**src/rtl/b06_irq_source.sv**
```systemverilog
// Peer of the b06 interrupt handler: generates the count tick and drives a
// request/hold/release handshake against the handler's status outputs.
module b06_irq_source #(
   parameter int CNT_W      = 4,
   parameter int TICK_LIMIT = 7,
   parameter int HOLD_CYC   = 3,
   parameter int TO_TICKS   = 4,
   parameter int SVC_W      = 8
) (
   input  logic             clock,
   input  logic             reset,
   input  logic             irq_in,
   input  logic [1:0]       cc_mux,
   input  logic [1:0]       uscite,
   input  logic             enable_count,
   input  logic             ackout,
   output logic             eql,
   output logic             cont_eql,
   output logic             served,
   output logic             timeout,
   output logic             intr_seen,
   output logic [SVC_W-1:0] svc_cnt
);

   localparam int TO_W = $clog2(TO_TICKS + 1);
   localparam int HW   = $clog2(HOLD_CYC + 1);

   typedef enum logic [1:0] {
      R_IDLE    = 2'b00,
      R_ASSERT  = 2'b01,
      R_HOLD    = 2'b10,
      R_RELEASE = 2'b11
   } t_state;

   t_state           r_state;
   logic [CNT_W-1:0] r_cnt;
   logic             r_cont_eql;
   logic [TO_W-1:0]  r_to_cnt;
   logic [HW-1:0]    r_hold;
   logic             r_eql;
   logic             r_served;
   logic             r_timeout;
   logic             r_intr_seen;
   logic [SVC_W-1:0] r_svc_cnt;

   logic w_tick;
   logic w_accept;
   logic w_unmasked;
   logic w_unused;

   assign w_tick     = r_cont_eql & ~enable_count;
   assign w_accept   = (uscite == 2'b00) && (cc_mux == 2'b11);
   assign w_unmasked = (cc_mux != 2'b00);
   // ackout only matters to the protocol check kept outside the design
   assign w_unused   = ackout;

   // Tick counter: saturates at TICK_LIMIT, rearms once the handler drops enable_count
   always_ff @(posedge clock or negedge reset) begin
      if (!reset) begin
         r_cnt      <= '0;
         r_cont_eql <= 1'b0;
      end else if (w_tick) begin
         r_cnt      <= '0;
         r_cont_eql <= 1'b0;
      end else if (r_cnt == CNT_W'(TICK_LIMIT)) begin
         r_cont_eql <= 1'b1;
      end else if (enable_count) begin
         r_cnt <= r_cnt + CNT_W'(1);
      end
   end

   always_ff @(posedge clock or negedge reset) begin
      if (!reset) begin
         r_state     <= R_IDLE;
         r_to_cnt    <= '0;
         r_hold      <= '0;
         r_eql       <= 1'b0;
         r_served    <= 1'b0;
         r_timeout   <= 1'b0;
         r_intr_seen <= 1'b0;
         r_svc_cnt   <= '0;
      end else begin
         r_served  <= 1'b0;
         r_timeout <= 1'b0;
         case (r_state)
            R_IDLE: begin
               if (irq_in) begin
                  r_state     <= R_ASSERT;
                  r_to_cnt    <= '0;
                  r_intr_seen <= 1'b0;
                  r_eql       <= w_unmasked;
               end else begin
                  r_eql <= 1'b0;
               end
            end
            R_ASSERT: begin
               // acceptance wins over a timeout landing on the same edge
               if (w_accept) begin
                  r_state <= R_HOLD;
                  r_hold  <= '0;
                  r_eql   <= w_unmasked;
               end else if (w_tick && (r_to_cnt == TO_W'(TO_TICKS - 1))) begin
                  r_state   <= R_IDLE;
                  r_timeout <= 1'b1;
                  r_eql     <= 1'b0;
               end else begin
                  if (w_tick) begin
                     r_to_cnt <= r_to_cnt + TO_W'(1);
                  end
                  r_eql <= w_unmasked;
               end
            end
            R_HOLD: begin
               if (uscite == 2'b11) begin
                  r_intr_seen <= 1'b1;
               end
               r_hold <= r_hold + HW'(1);
               if (r_hold == HW'(HOLD_CYC - 1)) begin
                  r_state <= R_RELEASE;
                  r_eql   <= 1'b0;
               end else begin
                  r_eql <= w_unmasked;
               end
            end
            R_RELEASE: begin
               r_eql <= 1'b0;
               if (uscite == 2'b11) begin
                  r_intr_seen <= 1'b1;
               end
               if (uscite == 2'b01) begin
                  r_state   <= R_IDLE;
                  r_served  <= 1'b1;
                  r_svc_cnt <= r_svc_cnt + SVC_W'(1);
               end
            end
            default: begin
               r_state <= R_IDLE;
               r_eql   <= 1'b0;
            end
         endcase
      end
   end

   assign eql       = r_eql;
   assign cont_eql  = r_cont_eql;
   assign served    = r_served;
   assign timeout   = r_timeout;
   assign intr_seen = r_intr_seen;
   assign svc_cnt   = r_svc_cnt;

endmodule
```
**config.mk**
```make
export PLATFORM = sky130hd
export DESIGN_NAME = b06_irq_source
export DESIGN_NICKNAME = d
export VERILOG_FILES = /design/src/rtl/b06_irq_source.sv
export SDC_FILE = /design/constraint.sdc
export NUM_CORES = 1
export LEC_CHECK = 0
export ABC_CLOCK_PERIOD_IN_PS = 4960
export CAP_MARGIN = 10
export CORE_MARGIN = 3
export CORE_UTILIZATION = 55
export CTS_CLUSTER_SIZE = 16
export DETAILED_ROUTE_END_ITERATION = 12
export PLACE_DENSITY = 0.83
export REMOVE_ABC_BUFFERS = 1
export SYNTH_ARGS = -nofsm -noshare
export SYNTH_HDL_FRONTEND = slang
export SYNTH_SLANG_ARGS = --single-unit
```
**constraint.sdc**
```tcl
create_clock -name clock -period 4.96 [get_ports clock]
set_clock_uncertainty 0.1 [all_clocks]
set_input_delay 0.496 -clock clock [delete_from_list [all_inputs] [get_ports clock]]
set_output_delay 0.496 -clock clock [all_outputs]
set_load 0.005 [all_outputs]
```
==> impl_metrics.tcl <==
set metrics [dict create \
    outcome "finished clean" \
    total_switching_power_uw 222.7 \
    routed_wirelength_mm 2.126 \
    placement.io_buffers 20 \
    die_width_um 52.88 \
    crit_type "flip-flop to primary output" \
    synth-async-reset-ratio_pct 100.0 \
    layout_cells_sized_above_1_pct 5.755 \
    dpl.hpwl_mm 1.602 \
    post_synth_instance_area_um2 1209 \
    nets 154 \
    critical_path.endpoint_type "primary output" \
    worst-path-buf-inv 1 \
    period_needed_ns 1.936 \
    fill_cell_total_of_the_finished_layout 151 \
    worstPathRequired_ns 4.36 \
    clock-root-buffer "clkbuf_4" \
    synth_common_cells "24 x dfrtp_1, 17 x nand2_1, 6 x nand3_1, 6 x nor2_1" \
    timing.max_cap.violations 0 \
    antenna_violations_before_repair 0 \
    path_delay_family "buffers and inverters" \
    firstDrtPassIters 4 \
    clock_power_share_pct 16.1 \
    clock_sinks 24 \
    ys_ff_latch 24 \
    synthCells 118 \
    synth_enable_flop_cells 0 \
    routed-via-count 915 \
    globalRouteOverflowTotal 0 \
    rsz0062_at_grt "false" \
    layout.cells.non_filler 166 \
    antenna-diode-count 0 \
    floorplan.die_area_um2 2796 \
    hold_class "flip-flop to flip-flop" \
    setup_viol 0 \
    post_cts_buffers 0 \
    avg_vias_per_cell 5.512 \
    cts_inserted_buffers 3 \
    initial_core_util_pct 59.78 \
    synthesis.yosys.warnings 0 \
    slew_headroom_pct 32.35 \
    yosysTopAreaCell "dfrtp_1" \
    cts_max_path_buffers 2 \
    layout.area.seq_um2 600.6 \
    multi_input_area_um2 563.0 \
    largest_cells_by_area_after_synthesis "dfrtp_1 50%, nand2_1 5.3%, ha_1 5.2%" \
    sw_frac_of_total_pct 34.84 \
    core.rowCount 16 \
    yosysMostFrequentCell "dfrtp_1" \
    die_y_um 52.88 \
    grt.total_usage_pct 18.01 \
    worstMarginPinSlew_ns 1.012 \
    cts.htree.levels 1 \
    internal_power_uw 416.4 \
    synth_sequential_area_ratio_pct 49.69 \
    fin_crit_sh_pct 39.04 \
    arrival_ns 1.34 \
    final_max_slew_viol_count 0 \
    detailedRoute.firstIterationViolations 16 \
    grt_first_pass_wirelength_mm 3.726 \
    grt_pass1_vias 892 \
    finalSetupTns_ns 0 \
    comb_power_share_pct 34.1 \
    areaGrowthSynthToFinish_pct 20.19 \
    drcViolationCount 0 \
    power.total_uw 639.1 \
    netlist.area_leader.share_pct 49.69 \
    synth_flop_cell "dfrtp_1" \
    setup.worst_path.start_class "flip-flop" \
    cpMaxStageDelayCell "clkdlybuf4s50_1" \
    synthDistinctLibCells 34 \
    ports_placed_on_the_boundary 22 \
    coreArea_um2 2022 \
    power-per-cell-area_nw_per_um2 439.9 \
    timing.critical_path.cells "clkdlybuf4s50_1" \
    p_leak_uw 0.0006732 \
    clkSlewWorstSetupHoldPaths_ns 0.13 \
    largest_vdd_supply_drop_mv 0.2355 \
    drt.antenna.violating_nets 0 \
    syn-mean-instance-area_um2 10.24 \
    final_hold_viol_count 0 \
    sequential_power_share_pct 49.8 \
    dp_cells 162 \
    cts.repair.resized 0 \
    critPathMaxFanout 5 \
    hold_buffers 0 \
    routed_wire_per_std_cell_um 12.81 \
    maxClockFrequency_ghz 0.5164 \
    insertion_delay_ns 0.31 \
    routability_cong 0.7832 \
    tritoncts_clock_tree "built" \
    pin_count_of_the_biggest_net_entering_global_routing 25 \
    slowest_delay_ns 0.54 \
]
per-stage QoR:
stage	util (%)	setup WS [ns]	hold WS (ns)	cell area [µm²]
floorplan	-	3.358	0.1004	1182
CTS	71.84	3.004	0.4063	1453
global placement	70.05	2.778	0.3526	1416
detailed placement	70.05	2.711	0.3877	1416
global route	71.84	2.944	0.4336	1453
finish	71.84	3.024	0.3931	1453
power by group through the flow:
stage | registers, µW | logic (µW) | clock network (µW)
after floorplan | 310 | 140 | 0
after global routing | 330 | 250 | 112
after global placement | 319 | 212 | 0
after CTS | 318 | 221 | 107
after detailed placement | 322 | 219 | 0
final | 318 | 218 | 103
cells by family (layout without fill, tap and decap cells):
family / after synthesis / after routing / share of synthesized area, %
flip-flops: 24 / 24 / 49.69
AND/OR/NAND/NOR: 55 / 55 / 25.88
XOR/XNOR: 8 / 8 / 5.797
multiplexers: 1 / 1 / 0.9316
AO/OA/AOI/OAI: 17 / 17 / 8.800
buffers and inverters: 8 / 29 / 3.726
adder cells (fa/ha/maj): 5 / 5 / 5.176
sequential cells by signal (all words and copies together) (netlist names), named ones only:
| signal | cells |
|---|---|
| r_to_cnt | 3 |
| timeout | 1 |
| r_state | 1 |
| intr_seen | 1 |
| eql | 1 |
| served | 1 |
| r_hold | 2 |
| cont_eql | 1 |
| r_cnt | 4 |
| svc_cnt | 8 |
placed cells by master (no fill, tap or decap), types with 2 or more instances in the layout:
cell type        count
and3_1               2
nor2_1               6
xnor2_1              4
nand3_1              6
nand2b_1             5
dfrtp_1             24
inv_1                5
xor2_1               4
o21ai_0              5
a21oi_1              5
clkbuf_4             3
nor3_1               4
nand4_1              4
ha_1                 5
nand3b_1             2
nand2_1             17
clkdlybuf4s50_1     20
area by class of cell:
type / instances / share of cell area, %
Clock buffer: 4 / 2.498
Inverter: 5 / 1.292
Multi-Input combinational cell: 86 / 38.76
Sequential cell: 24 / 41.34
Tap cell: 27 / 2.326
Timing Repair Buffer: 20 / 13.78
final timing paths:
| path | slack (ns) | cells after the start | start | endpoint |
|---|---|---|---|---|
| worst min register to register | 0.39 | 1 | svc_cnt[7] | svc_cnt[7] |
| min in group asynchronous | 0.62 | 1 | reset | eql |
| worst min-delay path | 0.39 | 1 | svc_cnt[7] | svc_cnt[7] |
| max in group asynchronous | 3.53 | 1 | reset | svc_cnt[7] |
| worst max register to register | 3.16 | 4 | flip-flop | svc_cnt[7] |
| worst max-delay path | 3.02 | 1 | svc_cnt[2] | svc_cnt[2] |
layer usage:
layer | vias up | track usage (%) | share of wire, %
met2 | 17 | 30.58 | 46
met5 | - | 0 | 0
met4 | 0 | 6.383 | 0.89
met1 | 435 | 22.73 | 48
met3 | 2 | 3.380 | 4.4
li1 | 461 | - | -
(Power assumes the default switching activity.)
